File: config.mk
export PLATFORM = sky130hd
export DESIGN_NAME = fetch_ctrl
export DESIGN_NICKNAME = d
export VERILOG_FILES = /design/src/rtl/fetch_ctrl.sv
export SDC_FILE = /design/constraint.sdc
export NUM_CORES = 1
export LEC_CHECK = 0
export ABC_AREA = 1
export CELL_PAD_IN_SITES_DETAIL_PLACEMENT = 1
export CELL_PAD_IN_SITES_GLOBAL_PLACEMENT = 1
export CORE_MARGIN = 3
export CORE_UTILIZATION = 34
export CTS_BUF_LIST = sky130_fd_sc_hd__clkbuf_8 sky130_fd_sc_hd__clkbuf_16
export DETAILED_ROUTE_END_ITERATION = 12
export GPL_ROUTABILITY_DRIVEN = 0
export HOLD_SLACK_MARGIN = 0.02
export PLACE_DENSITY_LB_ADDON = 0.1
export SETUP_SLACK_MARGIN = 0.5
export SYNTH_ARGS = -nofsm -noshare
export SYNTH_HDL_FRONTEND = slang
export SYNTH_SLANG_ARGS = --single-unit
File: constraint.sdc
create_clock -name i_clk -period 3.1 [get_ports i_clk]
set_input_delay 0.465 -clock i_clk [delete_from_list [all_inputs] [get_ports i_clk]]
set_output_delay 0.465 -clock i_clk [all_outputs]
set_load 0.02 [all_outputs]
File: src/rtl/fetch_ctrl.sv
// -----------------------------------------------------------------------------
// fetch_ctrl -- fetch-stage sequencer for the pipelined RV32I core.
//
// Drives the PC register's next-PC and hold inputs, runs the req/ack
// handshake to instruction memory, and applies trap/branch redirects and
// hazard stalls. It delivers fetched instructions to the IF/ID boundary.
//
// Parameters:
//   WIDTH     instruction address width (defaults to `I_ADD_SIZE)
//   TRAP_VEC  trap redirect target (word aligned)
//
// Ports:
//   i_clk, i_rstn            clock, synchronous active-low reset
//   i_pc                     current PC from the PC register
//   o_nxt_pc, o_pc_stall     next PC / hold to the PC register (combinational)
//   i_stall                  hazard-unit stall (IF/ID cannot accept)
//   i_redirect_valid/_pc     taken branch/jump from EX
//   i_trap_valid             trap redirect to TRAP_VEC
//   o_imem_req, o_imem_addr  fetch request / latched fetch address
//   i_imem_ack, i_imem_rdata fetch completion and instruction word
//   o_if_valid/_instr/_pc    registered IF/ID entry
//   o_stall_cnt, o_flush_cnt perf counters
//
// Optional feature: define FETCH_PERF_CNT_EN to build the saturating
// stall/flush counters; otherwise both counter ports are tied to zero.
// -----------------------------------------------------------------------------
`ifndef I_ADD_SIZE
`define I_ADD_SIZE 32
`endif

module fetch_ctrl #(
    parameter int               WIDTH    = `I_ADD_SIZE,
    parameter logic [WIDTH-1:0] TRAP_VEC = '0
) (
    input  logic             i_clk,
    input  logic             i_rstn,
    input  logic [WIDTH-1:0] i_pc,
    output logic [WIDTH-1:0] o_nxt_pc,
    output logic             o_pc_stall,
    input  logic             i_stall,
    input  logic             i_redirect_valid,
    input  logic [WIDTH-1:0] i_redirect_pc,
    input  logic             i_trap_valid,
    output logic             o_imem_req,
    output logic [WIDTH-1:0] o_imem_addr,
    input  logic             i_imem_ack,
    input  logic [31:0]      i_imem_rdata,
    output logic             o_if_valid,
    output logic [31:0]      o_if_instr,
    output logic [WIDTH-1:0] o_if_pc,
    output logic [31:0]      o_stall_cnt,
    output logic [31:0]      o_flush_cnt
);

    localparam logic [31:0] NOP = 32'h0000_0013;

    typedef enum logic [1:0] {
        ST_BOOT  = 2'd0,
        ST_FETCH = 2'd1,
        ST_HOLD  = 2'd2,
        ST_KILL  = 2'd3
    } state_t;

    state_t           state_reg, state_next;
    logic [WIDTH-1:0] addr_reg;
    logic [31:0]      buf_instr_reg;
    logic [WIDTH-1:0] buf_pc_reg;
    logic             if_valid_reg;
    logic [31:0]      if_instr_reg;
    logic [WIDTH-1:0] if_pc_reg;

    logic             req_c;
    logic             ack_c;
    logic             flush_c;
    logic             pc_stall_c;
    logic [WIDTH-1:0] nxt_pc_c;
    logic [WIDTH-1:0] seq_pc_c;
    logic [WIDTH-1:0] redirect_tgt_c;
    logic             if_from_mem_c;
    logic             if_from_buf_c;
    logic             if_bubble_c;
    logic             buf_load_c;
    logic             addr_load_c;

    // Low target bits are discarded by the alignment mask.
    logic unused_redirect_lsbs;
    assign unused_redirect_lsbs = &{1'b0, i_redirect_pc[1:0]};

    always_comb begin
        req_c          = (state_reg == ST_FETCH) || (state_reg == ST_KILL);
        ack_c          = i_imem_ack && req_c;
        flush_c        = (state_reg != ST_BOOT) && (i_trap_valid || i_redirect_valid);
        seq_pc_c       = i_pc + WIDTH'(4);
        redirect_tgt_c = {i_redirect_pc[WIDTH-1:2], 2'b00};

        pc_stall_c     = 1'b1;
        nxt_pc_c       = seq_pc_c;
        state_next     = state_reg;
        if_from_mem_c  = 1'b0;
        if_from_buf_c  = 1'b0;
        if_bubble_c    = 1'b0;
        buf_load_c     = 1'b0;

        if (flush_c) begin
            // Trap beats redirect; both beat stall. An unacked request
            // cannot be withdrawn, so it is drained in KILL.
            pc_stall_c  = 1'b0;
            nxt_pc_c    = i_trap_valid ? TRAP_VEC : redirect_tgt_c;
            if_bubble_c = 1'b1;
            state_next  = (req_c && !ack_c) ? ST_KILL : ST_FETCH;
        end else begin
            unique case (state_reg)
                ST_BOOT: begin
                    state_next = ST_FETCH;
                end
                ST_FETCH: begin
                    if (ack_c) begin
                        if (i_stall) begin
                            buf_load_c = 1'b1;
                            state_next = ST_HOLD;
                        end else begin
                            pc_stall_c    = 1'b0;
                            if_from_mem_c = 1'b1;
                        end
                    end else if (!i_stall) begin
                        if_bubble_c = 1'b1;
                    end
                end
                ST_HOLD: begin
                    if (!i_stall) begin
                        pc_stall_c    = 1'b0;
                        if_from_buf_c = 1'b1;
                        state_next    = ST_FETCH;
                    end
                end
                ST_KILL: begin
                    if_bubble_c = 1'b1;
                    if (ack_c) begin
                        state_next = ST_FETCH;
                    end
                end
                default: begin
                    state_next = ST_BOOT;
                end
            endcase
        end

        // A new request starts whenever FETCH is entered or the current one
        // completes in FETCH; its address is whatever the PC will hold then.
        addr_load_c = (state_next == ST_FETCH) && ((state_reg != ST_FETCH) || ack_c);
    end

    assign o_imem_req  = i_rstn && req_c;
    assign o_pc_stall  = !i_rstn || pc_stall_c;
    assign o_nxt_pc    = i_rstn ? nxt_pc_c : '0;
    assign o_imem_addr = addr_reg;
    assign o_if_valid  = if_valid_reg;
    assign o_if_instr  = if_instr_reg;
    assign o_if_pc     = if_pc_reg;

    always_ff @(posedge i_clk) begin
        if (!i_rstn) begin
            state_reg     <= ST_BOOT;
            addr_reg      <= '0;
            buf_instr_reg <= NOP;
            buf_pc_reg    <= '0;
            if_valid_reg  <= 1'b0;
            if_instr_reg  <= NOP;
            if_pc_reg     <= '0;
        end else begin
            state_reg <= state_next;

            if (addr_load_c) begin
                addr_reg <= pc_stall_c ? i_pc : nxt_pc_c;
            end

            if (buf_load_c) begin
                buf_instr_reg <= i_imem_rdata;
                buf_pc_reg    <= addr_reg;
            end

            if (if_bubble_c) begin
                if_valid_reg <= 1'b0;
            end else if (if_from_mem_c) begin
                if_valid_reg <= 1'b1;
                if_instr_reg <= i_imem_rdata;
                if_pc_reg    <= addr_reg;
            end else if (if_from_buf_c) begin
                if_valid_reg <= 1'b1;
                if_instr_reg <= buf_instr_reg;
                if_pc_reg    <= buf_pc_reg;
            end
        end
    end

`ifdef FETCH_PERF_CNT_EN
    logic [31:0] stall_cnt_reg;
    logic [31:0] flush_cnt_reg;

    always_ff @(posedge i_clk) begin
        if (!i_rstn) begin
            stall_cnt_reg <= '0;
            flush_cnt_reg <= '0;
        end else begin
            if (pc_stall_c && (state_reg != ST_BOOT) && (stall_cnt_reg != '1)) begin
                stall_cnt_reg <= stall_cnt_reg + 32'd1;
            end
            if (flush_c && (flush_cnt_reg != '1)) begin
                flush_cnt_reg <= flush_cnt_reg + 32'd1;
            end
        end
    end

    assign o_stall_cnt = stall_cnt_reg;
    assign o_flush_cnt = flush_cnt_reg;
`else
    assign o_stall_cnt = '0;
    assign o_flush_cnt = '0;
`endif

endmodule
* Yosys cells after proc, flatten, opt, wreduce, memory -nomap -nowiden
Cells that the tools add are included.
Cells by class: mux-type cells 33, add/sub/neg operators 1, bitwise operators 2, equal/unequal tests 5, reduce and logical (&&, ||, !) cells 16
Operator list (count):
- 2-to-1 mux 32 bit | 8
- adder 32 x 3 -> 32 bit (second input constant) | 1
- 2-to-1 mux 1 bit | 16
- 2-to-1 mux 2 bit | 6
- case mux 2 bit (4 select lines) | 1
- logical AND 1 bit | 5
- == test 2 x 1 -> 1 bit (second input constant) | 2
- == test 2 bit (second input constant) | 2
- logical OR 1 bit | 4
- case mux 1 bit (2 select lines) | 2
- nonzero test 2 bit | 2
- zero test 1 bit | 2
- zero test 2 bit | 1
- inequality test 2 x 1 -> 1 bit (second input constant) | 1
- NOT 1 bit | 2
- AND reduction 2 bit | 1
- OR reduction 2 bit | 1
Storage, ports and cells: register bits after elaboration 163, output and inout bits 195

* Longest topological paths before layout
word-level depth 9, mapped depth 15, depth with buffers taken out 14

* Worst setup path before layout
Ideal clock, no wire load.
path kind reg2out, from register state_reg[0], to output o_nxt_pc[31], path buffers 2, stages on the path, launching flop included 9, data arrival time 1770 ps, required time 2635 ps, slack 865 ps, cell sequence dfxtp_1 > inv_1 > ha_1 > inv_2 > o21ai_1 > buf_2 > buf_1 > nand3_1 > a21oi_1
On the way: word-level cells in the longest chain between the ends 4
Ends and longest elaborated chain:
- start: declaration | line 64 | state_t state_reg, state_next;
- start signal: assignment | line 171 | state_reg <= state_next;
- nonzero test 2 bit | line 92 | flush_c = (state_reg != ST_BOOT) && (i_trap_valid || i_redirect_valid);
- logical AND 1 bit | line 92
- 2-to-1 mux 32 bit | line 104 | if (flush_c) begin
- 2-to-1 mux 32 bit | line 155 | assign o_nxt_pc = i_rstn ? nxt_pc_c : '0;
- end: declaration | line 38 | output logic [WIDTH-1:0] o_nxt_pc,
Every way passes these cells.

* Worst setup path after layout
from input i_redirect_valid, to output o_nxt_pc[9]
On the way: word-level cells in the longest chain between the ends 4
Ends and longest elaborated chain:
- start: declaration | line 41 | input logic i_redirect_valid,
- logical OR 1 bit | line 92
- logical AND 1 bit | line 92
- 2-to-1 mux 32 bit | line 104
- 2-to-1 mux 32 bit | line 155
Every way passes these cells.

==> results.md <==
- Sw Ratio: 32.5%
- Diodes inserted: 0
- Layout Skew: 8.42 ps
- Sum of negative setup slack: 0 ps
- Overflow after GRT: 0
- Die H: 167 um
- Leakage: 5.48 nW
- Commonest cells after routing, fill and taps aside: nand2_1 (315), nor2_1 (175), clkdlybuf4s50_1 (173)
- Relative slew slack: 38.6%
- CTS tree: yes
- Largest net degree at the start of global routing: 94
- Drt first pass iters: 5
- PortBufs: 230
- Hold_ws: 477 ps
- Max Cap Viol: 0
- # setup viols final: 0
- Number of flops mapped to enable cells by yosys: 0
- Die area: 27800 sq um
- Worst hold path class: register to register
- Psw: 1.86 mW
- Cell variety after synth: 31
- Max-slew violations: 0
- Hold Path Depth: 2
- R2R Setup Slk: 810 ps
- Hold path start: o_if_instr[4]
- Mean Syn Cell Area: 6.45 sq um
- Overall routing resource usage: 22.3%
- CTS root buffer: clkbuf_16
- Final period util: 80.5%
- Power density cells: 465 nW/um^2
- Core Region: 25300 sq um
- Setup crit start kind: input pin
- P&R area growth vs syn: 39.9%
- I/O pin cnt: 297
- CP Capture Type: output pin
- Routed WL: 31800 um
- Crit path max fanout: 24
- Peak VDD IR: 0.292 mV
- Ys flop type: dfxtp_1
- Clk sinks: 163
- Combinational share of power: 23.7%
- RSZ-0062 raised after global routing: true
- R2R Path Start: state_reg[1]
- Worst Path Required: 2630 ps
- FFs w/ async S/R, synth: 0%
- CTS Buf Count: 17
- CTS Buffer Depth: 2
- Cell count after synthesis: 1363
- Fin util: 48.6%
- Tightest Pin Transition: 921 ps
- Row cnt: 58
- Dominant cell type by area after synthesis: dfxtp_1
- Cell area after layout: 12300 sq um
- Drt drc: 0
- Final ANT Viol Nets: 0
- Final net count: 1721
- Worst Hold Path EP: o_if_instr[4]
- Layout cell share with drive strength beyond 1: 13.1%
- Crit path kind: input pin to output pin
- Reg2Reg Depth: 12
- H-tree levels: 4
- Status: complete, no violations
- Clock transition at the registers of the reported paths: 60 ps
- Die width: 167 um
- Synth top area share: 37.1%
- Sequential power share: 39.7%
- Initial core utilization: 34.7%
- DP Area: 11600 sq um
- First-pass GRT wire length: 50800 um
- Via count: 9580
- Synth Cell Area: 8790 sq um
- Number of global-route vias before repair: 9794
- Seq/Total Area, Yosys: 37.1%
- Initial antenna violation count: 0
- Drt via density: 4.90
- Final Hold Viols: 0
- Commonest non-fill, non-tap cell in the layout: nand2_1
- Clk pwr share: 36.6%
- Final worst path period need: 2500 ps
- Post-CTS Hold Buffers: 0
- Syn. warnings: 0
- Critical Path AT: 2030 ps
- Wire per inst: 16.3 um
- Max Freq: 401 MHz
- Worst-Skew Late Latency: 430 ps
- Synth area leaders: dfxtp_1 (37%), nand2_1 (14%), nor2_1 (8.5%)
- Internal power: 3.86 mW
- Fillcell total: 3295
- Yosys reg bits: 163
- Final HPWL from detailed placement: 22600 um
- Pwr Total: 5.72 mW
- Reg-to-Reg End: o_imem_addr[5]
- DRT iter0 DRCs: 535
[metrics by stage]
stage / std cells / setup slack, ps
2_1_floorplan: 1426 / 865
3_3_place_gp: 1919 / -172
3_5_place_dp: 1919 / -254
4_1_cts: 1957 / 384
5_1_grt: 1957 / 491
6_report: 1957 / 605
[cells in the mapped netlist, types with 4 or more instances]
cell type  count
dfxtp_1      163
a31oi_1       61
buf_4         81
o211ai_1       4
o21ai_0       82
buf_1          5
inv_2          5
nor2_1       199
nand3_1      125
ha_1           5
o21ai_1       63
buf_2          9
inv_1         98
a21oi_1       59
clkbuf_1      53
nand2_1      325
nor3_1         4
[area by class of cell]
type	count	area, sq um	area share [%]
timing repair buffer	317	2960	24.1
tap	330	413	3.36
clock buffer	17	425	3.46
multi-input combinational	1010	4680	38.1
sequential	163	3270	26.5
inverter	105	397	3.22
clock inverter	15	159	1.29
[routing by layer]
layer	wire [um]	global-route usage, %	vias to the layer above
met3	1450	3.51	33
li1	-	-	4816
met2	15100	38.8	243
met4	548	6.03	0
met1	14700	28.6	4488
met5	0	0	-
[worst max-delay path, cell delays in order]
cell	delay, ps
clkdlybuf4s50_1	440
buf_4	160
o21ai_2	200
buf_12	210
nand3_1	140
a21oi_1	140
clkdlybuf4s15_2	270
[worst max path at each step]
stage	cells after the start	from	end	slack [ps]
after floorplan	8	state_reg[0]	o_nxt_pc[31]	870
after global placement	11	i_pc[2]	o_nxt_pc[28]	-170
after detailed placement	11	i_pc[3]	o_nxt_pc[28]	-250
after CTS	11	i_pc[6]	o_nxt_pc[21]	380
after global routing	12	i_pc[2]	o_nxt_pc[26]	490
final	7	i_redirect_valid	o_nxt_pc[9]	600
[logic make-up (layout without fill, tap and decap cells)]
kind of cell | count (synthesis) | after routing | synth area share [%]
flip-flops | 163 | 163 | 37.1
adder cells (fa/ha/maj) | 5 | 5 | 0.711
AND/OR/NAND/NOR | 664 | 664 | 30.7
other | 1 | 64 | 0.0426
buffers and inverters | 253 | 454 | 14.4
AO/OA/AOI/OAI | 276 | 276 | 17.0
XOR/XNOR | 1 | 1 | 0.0996
[power by group through the flow]
stage / Clock (mW) / Sequential, mW / Combinational [mW]
detailed placement: 0 / 2.32 / 1.35
global route: 2.24 / 2.28 / 1.49
floorplan: 0 / 2.39 / 0.689
finish: 2.10 / 2.27 / 1.36
CTS: 2.14 / 2.27 / 1.36
global placement: 0 / 2.31 / 1.33
[timing repair]
item | 4_1_cts | 5_1_grt
hold endpoints to repair | 0 | 0
pin swaps | 12 | 3
endpoints found under the setup margin | 37 | 31
buffers inserted | 6 | 0
gates resized for setup | 183 | 37
(Power assumes the default switching activity.)
